==> config.mk <==
export PLATFORM = sky130hd
export DESIGN_NAME = sa_feed_ctrl
export DESIGN_NICKNAME = d
export VERILOG_FILES = /design/src/rtl/sa_feed_ctrl.sv
export SDC_FILE = /design/constraint.sdc
export NUM_CORES = 2
export LEC_CHECK = 0
export BUFFER_PORTS_ARGS = -buffer_cell sky130_fd_sc_hd__buf_2
export CORE_AREA = 2 2 408 410
export CTS_CLUSTER_SIZE = 10
export DETAILED_ROUTE_END_ITERATION = 7
export DIE_AREA = 0 0 410 412
export HOLD_SLACK_MARGIN = 0.03
export SLEW_MARGIN = 20
export SYNTH_ARGS = -nofsm -noshare
export SYNTH_HDL_FRONTEND = slang
export SYNTH_SLANG_ARGS = --single-unit
export TNS_END_PERCENT = 10
==> constraint.sdc <==
create_clock -name clk -period 36.2 [get_ports clk]
set_clock_uncertainty 0.15 [all_clocks]
set_input_delay 7.24 -clock clk [delete_from_list [all_inputs] [get_ports clk]]
set_output_delay 7.24 -clock clk [all_outputs]
set_load 0.05 [all_outputs]
==> src/rtl/sa_feed_ctrl.sv <==
// Operand sequencer for one systolic array: latches A/B, clears the array, streams
// diagonally skewed vectors, then captures C under a valid/ready handshake with a watchdog.
module sa_feed_ctrl #(
  parameter int SIZE       = 4,
  parameter int DATA_WIDTH = 10,
  parameter int TIMEOUT    = 64
) (
  input  logic                                           clk,
  input  logic                                           rst,
  input  logic                                           start,
  input  logic [SIZE-1:0][SIZE-1:0][DATA_WIDTH-1:0]      a_mat,
  input  logic [SIZE-1:0][SIZE-1:0][DATA_WIDTH-1:0]      b_mat,
  output logic                                           busy,
  output logic                                           sa_clear,
  output logic [SIZE-1:0][DATA_WIDTH-1:0]                sa_a,
  output logic [SIZE-1:0][DATA_WIDTH-1:0]                sa_b,
  input  logic                                           sa_done,
  input  logic [SIZE-1:0][SIZE-1:0][2*DATA_WIDTH-1:0]    sa_c,
  output logic [SIZE-1:0][SIZE-1:0][2*DATA_WIDTH-1:0]    res_c,
  output logic                                           res_valid,
  input  logic                                           res_ready,
  output logic                                           err_timeout
);

  localparam int TW = $clog2(2*SIZE+1);
  localparam int WW = (TIMEOUT > 1) ? $clog2(TIMEOUT) : 1;
  localparam int IW = (SIZE > 1) ? $clog2(SIZE) : 1;
  localparam logic [TW-1:0] T_LAST  = TW'(2*SIZE);
  localparam logic [WW-1:0] WD_LAST = WW'(TIMEOUT-1);

  typedef logic [SIZE-1:0][SIZE-1:0][DATA_WIDTH-1:0] mat_t;
  typedef logic [SIZE-1:0][DATA_WIDTH-1:0]           vec_t;
  typedef enum logic [2:0] {S_IDLE, S_CLEAR, S_FEED, S_WAIT, S_HOLD} state_t;

  state_t                                         r_state;
  mat_t                                           r_a;
  mat_t                                           r_b;
  logic [TW-1:0]                                  r_t;
  logic [WW-1:0]                                  r_wd;
  logic                                           r_sa_clear;
  vec_t                                           r_sa_a;
  vec_t                                           r_sa_b;
  logic [SIZE-1:0][SIZE-1:0][2*DATA_WIDTH-1:0]    r_res_c;
  logic                                           r_res_valid;
  logic                                           r_err;

  // Row i of A enters the array delayed by i cycles: lane i carries A[i][t-i].
  function automatic vec_t skew_a(input mat_t m, input logic [TW-1:0] t);
    vec_t v;
    int   d;
    v = '0;
    for (int i = 0; i < SIZE; i++) begin
      d = int'(t) - i;
      if (d >= 0 && d < SIZE) v[i] = m[i][IW'(d)];
      else                    v[i] = '0;
    end
    return v;
  endfunction

  // Column j of B enters delayed by j cycles: lane j carries B[t-j][j].
  function automatic vec_t skew_b(input mat_t m, input logic [TW-1:0] t);
    vec_t v;
    int   d;
    v = '0;
    for (int j = 0; j < SIZE; j++) begin
      d = int'(t) - j;
      if (d >= 0 && d < SIZE) v[j] = m[IW'(d)][j];
      else                    v[j] = '0;
    end
    return v;
  endfunction

  // Sequencer state, feed counter, watchdog and all registered outputs.
  always_ff @(posedge clk or posedge rst) begin
    if (rst) begin
      r_state     <= S_IDLE;
      r_a         <= '0;
      r_b         <= '0;
      r_t         <= '0;
      r_wd        <= '0;
      r_sa_clear  <= 1'b0;
      r_sa_a      <= '0;
      r_sa_b      <= '0;
      r_res_c     <= '0;
      r_res_valid <= 1'b0;
      r_err       <= 1'b0;
    end else begin
      r_sa_clear <= 1'b0;
      case (r_state)
        S_IDLE: begin
          if (start) begin
            r_a        <= a_mat;
            r_b        <= b_mat;
            r_err      <= 1'b0;
            r_sa_clear <= 1'b1;
            r_state    <= S_CLEAR;
          end
        end
        S_CLEAR: begin
          r_t     <= '0;
          r_sa_a  <= skew_a(r_a, '0);
          r_sa_b  <= skew_b(r_b, '0);
          r_state <= S_FEED;
        end
        S_FEED: begin
          if (r_t == T_LAST) begin
            r_sa_a  <= '0;
            r_sa_b  <= '0;
            r_wd    <= '0;
            r_state <= S_WAIT;
          end else begin
            r_t    <= r_t + TW'(1);
            r_sa_a <= skew_a(r_a, r_t + TW'(1));
            r_sa_b <= skew_b(r_b, r_t + TW'(1));
          end
        end
        S_WAIT: begin
          // done on the final watchdog cycle still wins over the timeout
          if (sa_done) begin
            r_res_c     <= sa_c;
            r_res_valid <= 1'b1;
            r_state     <= S_HOLD;
          end else if (r_wd == WD_LAST) begin
            r_err   <= 1'b1;
            r_state <= S_IDLE;
          end else begin
            r_wd <= r_wd + WW'(1);
          end
        end
        S_HOLD: begin
          if (res_ready) begin
            r_res_valid <= 1'b0;
            r_state     <= S_IDLE;
          end
        end
        default: r_state <= S_IDLE;
      endcase
    end
  end

  assign busy        = (r_state != S_IDLE);
  assign sa_clear    = r_sa_clear;
  assign sa_a        = r_sa_a;
  assign sa_b        = r_sa_b;
  assign res_c       = r_res_c;
  assign res_valid   = r_res_valid;
  assign err_timeout = r_err;

endmodule

==> out/metrics.yaml <==
drt_wl_total_um: 119000
setup_viol: 0
syn_area_sq_mm: 0.0299
peakVddDrop_mv: 0.0656
syn_to_final_growth_pct: 33.6
crit_arrival_ps: 10740
synth-seq-area-share: 0.615
drt_first_pass_iters: 5
cts.reportedPaths.clkPinSlew_ps: 50
grt_pass1_wl_um: 163000
hp-class: "reg2reg"
hpwl_um: 93400
final_cell_mix: "buf_2, dfrtp_1, mux2_2, clkbuf_16, mux4_2"
critical_path_class: "in2reg"
track_usage: 0.136
cts_buffer_depth: 3
ys_ff_latch: 736
end_kind: "register"
die_h_um: 412
async_flop_share: 1.00
fill_cells: 17254
grt-ovfl-total: 0
grt_pass1_vias: 21548
yosysUniqueCellTypes: 49
core.rowCount: 149
drv_slew: 0
path_max_fanout: 68
synth_area_per_cell_sq_um: 15.8
power_density_mw_per_mm2: 112
holdBufCountCts: 0
cts_setup_buffers: 0
max_slew.worst_pin.slew_ps: 1040
clock_sinks: 736
fmax_mhz: 96.9
setup_tns_ps: 0
antenna_found_initial: 44
cp-start-kind: "primary input"
drive_gt1_frac: 0.637
hold_violations: 0
insertion_delay_ps: 690
start_util: 0.182
synth_edf_count: 0
synth_area_leaders: "dfrtp_1, mux2_2, mux4_2"
outcome: "finished clean"
routabilityCongestion: 0.828
drv_cap: 0
synth_top_area_frac: 0.615
ant_nets: 0
yosys_warnings: 0
p_total_uw: 4470
rsz0062_at_grt: "no"
htree_levels: 3
cts_buffers: 88
leakagePower_uw: 0.0184
syn_nets: 2540
nets: 3583
timing.final.crit_period_ps: 10320
die_area_sq_mm: 0.169
netlist_instances: 1890
via_per_inst: 3.95
drt_iter0_drc: 1086
grt_max_degree: 153
synth_top_cell_by_area: "dfrtp_1"
drc: 0
cp.required_ps: 36620
io-pin-count: 1049
vias: 20425
cts_tree: "done"
layout_worst_path_cycle_share: 0.285
wire_per_inst_um: 23.1
clock-root-buffer: "clkbuf_16"
ys.flop_type: "dfrtp_1"
cts_resized: 0
chipWidth_um: 410
max_slew_margin: 0.289
coreArea_sq_mm: 0.164
final_common_cell: "buf_2"
io_buffer_count: 1048
==> metrics by stage <==
| step | hold WS, ps | cells | instance area (sq um) | util | setup WS [ps] |
|---|---|---|---|---|---|
| global route | 350 | 5163 | 40000 | 0.243 | 25770 |
| global placement | 310 | 5030 | 37400 | 0.228 | 24760 |
| finish | 327 | 5171 | 40000 | 0.244 | 25880 |
| detailed placement | 319 | 5032 | 37500 | 0.228 | 25210 |
| floorplan | 302 | 1890 | 29900 | - | 8160 |
| CTS | 332 | 5156 | 40000 | 0.243 | 26000 |
==> flip-flops by register name, indices dropped and copies added (netlist names) <==
| name | count |
|---|---|
| err_timeout | 1 |
| sa_a | 40 |
| r_b | 160 |
| r_t | 4 |
| r_wd | 6 |
| r_a | 160 |
| res_c | 320 |
| sa_clear | 1 |
| sa_b | 40 |
| r_state | 3 |
| res_valid | 1 |
==> cells in the mapped netlist, drive strengths merged (2+ instances only) <==
cell      n
mux2    640
inv      48
xnor2     3
nor2b     2
mux4     80
nor4b     2
or3b      2
nor3b     2
a21oi    26
o21ai    65
nor2     27
ha        5
a31oi     3
o31ai     3
nand4    20
or3       2
o21a      2
nand3b    3
nand2b    2
mux2i     4
a32o     20
nand2    47
buf     100
nand3     6
or4       2
dfrtp   736
clkbuf   22
==> critical path: stages <==
cell and delay, ps:
buf_2 110, inv_1 70, nor2_4 170, buf_12 210
buf_8 190, buf_4 600, buf_4 750, buf_4 810
mux2_2 420
==> where the power goes <==
group	total, uW	internal, uW	switching (uW)
registers	1470	1230	240
clock network	803	454	349
logic	2200	738	1460
==> layout make-up <==
class	count	area [sq um]	share of cell area
Clock inverter	11	119	0.00297
Inverter	48	188	0.00469
Sequential cell	736	18400	0.461
Antenna cell	15	37.5	0.000938
Multi-Input combinational cell	984	10600	0.266
Timing Repair Buffer	1075	5500	0.138
Clock buffer	113	2370	0.0591
Tap cell	2189	2740	0.0685
==> per-layer routing <==
metal / track usage / share of wire
met1: 0.162 / 0.40
met3: 0.0575 / 0.092
met2: 0.220 / 0.47
met4: 0.0482 / 0.035
met5: 0 / 0.0024
==> worst paths after layout <==
kind	cells after the start	slack [ps]	end	start
worst max-delay path	9	25880	r_a[6]	start
worst min-delay path	2	330	sa_a[14]	sa_a[14]
worst max register to register	8	31520	r_a[6]	r_state[0]
worst min register to register	2	330	sa_a[14]	sa_a[14]
max in group asynchronous	5	26370	r_a[87]	rst
min in group asynchronous	2	6530	res_c[106]	rst
==> cells by family after synthesis <==
family	count (synthesis)	synth area share
compound gates	128	0.0266
xor+xnor	4	0.00117
fa+ha+maj	5	0.00209
buf+inv	170	0.0312
flops	736	0.615
mux	724	0.302
simple gates	123	0.0213
Power figures use the tool's default switching activity.
